`src/rtl/mov_pipe.sv`:
```
// Pipelined move unit: MOV/MVN/MOVI/MOVT with one registered output stage,
// valid/ready handshakes and an NZCV flag register. Define MOV_COND_EN for conditional execution.
module mov_pipe #(
    parameter int n = 32
) (
    input  logic           clk,
    input  logic           rst_n,
    input  logic           in_valid,
    output logic           in_ready,
    input  logic [1:0]     op,
    input  logic [n-1:0]   b,
    input  logic [n-1:0]   d_old,
    input  logic [n/2-1:0] imm,
    input  logic           set_flags,
    input  logic [1:0]     cond,
    output logic           out_valid,
    input  logic           out_ready,
    output logic [n-1:0]   c,
    output logic           exec,
    output logic [3:0]     banderas,
    output logic [3:0]     flags_q
);
    localparam int h = n / 2;

    typedef enum logic [1:0] {OP_MOV = 2'b00, OP_MVN = 2'b01, OP_MOVI = 2'b10, OP_MOVT = 2'b11} op_t;
    typedef enum logic {EMPTY = 1'b0, FULL = 1'b1} state_t;

    typedef struct packed {
        logic [n-1:0] c;
        logic         exec;
        logic [3:0]   nzcv;
    } rsp_t;

    state_t       state;
    logic         accept;
    logic         cond_ok;
    logic [n-1:0] mv;
    rsp_t         rsp;

    assign out_valid = (state == FULL);
    assign in_ready  = !out_valid | out_ready;
    assign accept    = in_valid & in_ready;

    always_comb begin
        mv = b;
        case (op_t'(op))
            OP_MOV:  mv = b;
            OP_MVN:  mv = ~b;
            OP_MOVI: mv = {{(n-h){1'b0}}, imm};
            OP_MOVT: mv = {imm, d_old[h-1:0]};
            default: mv = b;
        endcase
    end

`ifdef MOV_COND_EN
    // Condition is judged against the committed flags, which already include
    // the previous accepted move, so back-to-back dependants need no bubble.
    always_comb begin
        cond_ok = 1'b1;
        case (cond)
            2'b00:   cond_ok = 1'b1;
            2'b01:   cond_ok = flags_q[2];
            2'b10:   cond_ok = !flags_q[2];
            2'b11:   cond_ok = flags_q[3];
            default: cond_ok = 1'b1;
        endcase
    end
`else
    logic unused_cond;
    assign unused_cond = ^cond;
    assign cond_ok     = 1'b1;
`endif

    always_comb begin
        rsp.exec = cond_ok;
        if (cond_ok) begin
            rsp.c    = mv;
            rsp.nzcv = {mv[n-1], (mv == '0), flags_q[1:0]};
        end else begin
            rsp.c    = d_old;
            rsp.nzcv = flags_q;
        end
    end

    always_ff @(posedge clk) begin
        if (!rst_n) begin
            state    <= EMPTY;
            c        <= '0;
            exec     <= 1'b0;
            banderas <= 4'b0000;
            flags_q  <= 4'b0000;
        end else if (accept) begin
            state    <= FULL;
            c        <= rsp.c;
            exec     <= rsp.exec;
            banderas <= rsp.nzcv;
            if (rsp.exec && set_flags)
                flags_q <= rsp.nzcv;
        end else if (out_ready) begin
            state <= EMPTY;
        end
    end
endmodule

```
`config.mk`:
```
export PLATFORM = sky130hd
export DESIGN_NAME = mov_pipe
export DESIGN_NICKNAME = d
export VERILOG_FILES = /design/src/rtl/mov_pipe.sv
export SDC_FILE = /design/constraint.sdc
export NUM_CORES = 1
export LEC_CHECK = 0
export CAP_MARGIN = 20
export CORE_ASPECT_RATIO = 0.5
export CORE_UTILIZATION = 38
export DETAILED_ROUTE_END_ITERATION = 12
export GPL_ROUTABILITY_DRIVEN = 1
export PLACE_DENSITY_LB_ADDON = 0.2
export RECOVER_POWER = 100
export SYNTH_ARGS = -nofsm -noshare
export SYNTH_HDL_FRONTEND = slang
export SYNTH_SLANG_ARGS = --single-unit
export TNS_END_PERCENT = 30
```
`constraint.sdc`:
```
create_clock -name clk -period 2.25 [get_ports clk]
set_input_delay 0.45 -clock clk [delete_from_list [all_inputs] [get_ports clk]]
set_output_delay 0.45 -clock clk [all_outputs]
set_load 0.02 [all_outputs]
```
==> flow_metrics.env <==
export IMPL_postSynthAreaPerCell_um2=6.84
export IMPL_r2r_end="c[28]"
export IMPL_dieArea_um2=6330
export IMPL_clockPowerShare=0.372
export IMPL_yosysTopAreaCell="dfxtp_1"
export IMPL_portBuffers=109
export IMPL_power_frac_seq=0.342
export IMPL_cts_setup_buffers=0
export IMPL_wl_per_cell_um=14.5
export IMPL_place_area_um2=3510
export IMPL_skew_ns=0.00781
export IMPL_min_delay_start="c[14]"
export IMPL_cts_buffers_inserted=5
export IMPL_drtIter0Drc=201
export IMPL_wirelength_um=7500
export IMPL_grt_max_degree=36
export IMPL_violations="design-rule violations"
export IMPL_grt_pass1_vias=2614
export IMPL_fin_nets=533
export IMPL_setup_viol=0
export IMPL_firstDrtPassIters=9
export IMPL_fin_area_um2=3700
export IMPL_grt_usage=0.243
export IMPL_drcViolationCount=6
export IMPL_num_antenna_cells=0
export IMPL_post_route_util=0.658
export IMPL_die_y_um=56.7
export IMPL_cts_path_max_buffers=2
export IMPL_place_inst=510
export IMPL_vias_per_cell=5.31
export IMPL_synthesis_area_um2=2280
export IMPL_crit_path_end_kind="output port"
export IMPL_reg2reg_from="out_valid"
export IMPL_syn_inst=333
export IMPL_dieWidth_um=111
export IMPL_instances_no_fill=518
export IMPL_htree_num_levels=2
export IMPL_p_leak_nw=1.48
export IMPL_antenna_left=0
export IMPL_coreArea_um2=5630
export IMPL_place_hpwl_um=5750
export IMPL_synthTopCellsByArea="dfxtp_1 (33%), nand2b_1 (11%), nand2_1 (10%)"
export IMPL_ys_types=29
export IMPL_fillCellCount=490
export IMPL_worst_pin_slew_ns=0.712
export IMPL_rr_worst_depth=6
export IMPL_power_density_nw_per_um2=573
export IMPL_initial_core_util=0.404
export IMPL_p_switching_mw=0.595
export IMPL_grt_setup_unrepaired="no"
export IMPL_maxCapViolCount=0
export IMPL_ios=132
export IMPL_grt_pass1_wl_um=12300
export IMPL_min_to="c[14]"
export IMPL_max_slew_margin=0.525
export IMPL_cts_root_buffer="clkbuf_16"
export IMPL_vdd_ir_drop_max_uv=344
export IMPL_clk_pin_slew_ns=0.05
export IMPL_crit_type="in -> out"
export IMPL_final_max_slew_viol_count=0
export IMPL_status="complete, but fails checks"
export IMPL_synth_top_area_share=0.325
export IMPL_final_period_utilization=0.942
export IMPL_p_comb_frac=0.286
export IMPL_cts_sinks=37
export IMPL_antenna_found_initial=0
export IMPL_fin_ws_ns=0.130
export IMPL_startpoint_type="primary input"
export IMPL_ys_ff_latch=37
export IMPL_switching_share=0.280
export IMPL_drive_above_1_share=0.0831
export IMPL_ys_seq_area_frac=0.325
export IMPL_routabilityCongestion=0.920
export IMPL_hold_path_class="reg -> reg"
export IMPL_internal_power_mw=1.53
export IMPL_syn_to_final_growth_pct=62.7
export IMPL_clock_fmax_mhz=472
export IMPL_rows=19
export IMPL_place_worst_setup_slack_ns=-0.279
export IMPL_fin_crit_ns=2.12
export IMPL_whs_path_depth=2
export IMPL_reg2reg_slack_ns=0.96
export IMPL_path_max_fanout=4
export IMPL_arrival_ns=1.67
export IMPL_yosysWarnings=0
export IMPL_grt_remaining_overflow=0
export IMPL_final_hold_viol_count=0
export IMPL_cp_startpoint="out_ready"
export IMPL_cts_tree="built"
export IMPL_vias=2750
export IMPL_required_ns=1.80
export IMPL_clock_latency_ns=0.28
## area by class of cell
type	count	area (um^2)	share of cell area
Multi-Input combinational cell	263	1400	0.377
Tap cell	73	91.3	0.0247
Timing Repair Buffer	133	1290	0.349
Clock inverter	2	38.8	0.0105
Inverter	4	15.0	0.00405
Sequential cell	37	741	0.200
Clock buffer	6	129	0.0348
## critical path: stages
cell             delay (ns)
clkdlybuf4s50_1        0.45
nand2b_1               0.15
clkdlybuf4s50_1        0.62
## metrics by stage
stage | power, mW | hold slack, ns | TNS (ns)
floorplan | 1.04 | 0.535 | 0
global placement | 1.35 | 0.446 | -0.477
detailed placement | 1.36 | 0.446 | -0.547
CTS | 2.15 | 0.457 | 0
global route | 2.23 | 0.488 | 0
finish | 2.12 | 0.451 | 0
## cells in the mapped netlist (all sizes together)
master,n
nand4,4
mux2,1
nor4,5
nand2,62
o21bai,1
nand2b,40
a211oi,2
clkbuf,16
nor3,5
o32ai,3
dfxtp,37
conb,1
a31oi,17
and2,1
o31ai,2
or3,2
buf,16
nor4b,1
o21ai,21
a21oi,37
nor2b,1
nand3,5
inv,4
o211ai,22
nor2,27
## cell usage in the layout, fill, tap and decap left out, types with 17 or more instances in the layout
cell type,synthesis,final
a31oi_1,17,17
nand2b_1,40,40
o211ai_1,22,22
dfxtp_1,37,37
clkdlybuf4s50_1,0,69
dlygate4sd3_1,0,39
buf_4,7,20
nand2_1,62,62
a21oi_1,37,37
o21ai_0,18,18
nor2_1,27,27
## worst max-delay path by stage
| stage | end | slack (ns) | cells past startpoint |
|---|---|---|---|
| 2_1_floorplan | c[16] | 0.50 | 7 |
| 5_1_grt | banderas[2] | 0.005 | 8 |
| 6_report | in_ready | 0.13 | 3 |
| 4_1_cts | flags_q[2] | 0.01 | 9 |
| 3_3_place_gp | flags_q[2] | -0.24 | 7 |
| 3_5_place_dp | flags_q[2] | -0.28 | 9 |
## kinds of logic (layout without fill, tap and decap cells)
logic type | count (synthesis) | count (layout) | synth area share
AOI/OAI and AO/OA | 105 | 105 | 0.275
buffers and inverters | 36 | 145 | 0.0753
DFF | 37 | 37 | 0.325
muxes | 1 | 1 | 0.00494
other | 1 | 4 | 0.00165
and+or+nand+nor | 153 | 153 | 0.318
## flip-flops by register name, summed over array words and instances, names as in the netlist
register,flops
banderas,1
c,32
exec,1
flags_q,2
out_valid,1
## power by group through the flow
stage | sequential (mW) | combinational (mW) | clock (mW)
4_1_cts | 0.730 | 0.617 | 0.802
2_1_floorplan | 0.798 | 0.247 | 0
6_report | 0.727 | 0.607 | 0.790
3_3_place_gp | 0.741 | 0.606 | 0
3_5_place_dp | 0.743 | 0.613 | 0
5_1_grt | 0.733 | 0.657 | 0.836
## routing by layer
| metal | vias to the layer above | wire [um] | GRT usage |
|---|---|---|---|
| met1 | 1260 | 3450 | 0.322 |
| met3 | 6 | 528 | 0.0583 |
| met5 | - | 0 | 0 |
| met2 | 105 | 3470 | 0.403 |
| met4 | 0 | 56 | 0.0502 |
| li1 | 1379 | - | - |
## timing repair
action | 4_1_cts | 5_1_grt
gates resized for setup | 0 | 5
setup endpoints to repair | 0 | 2
hold buffers | 0 | 0
Power figures use the tool's default switching activity.
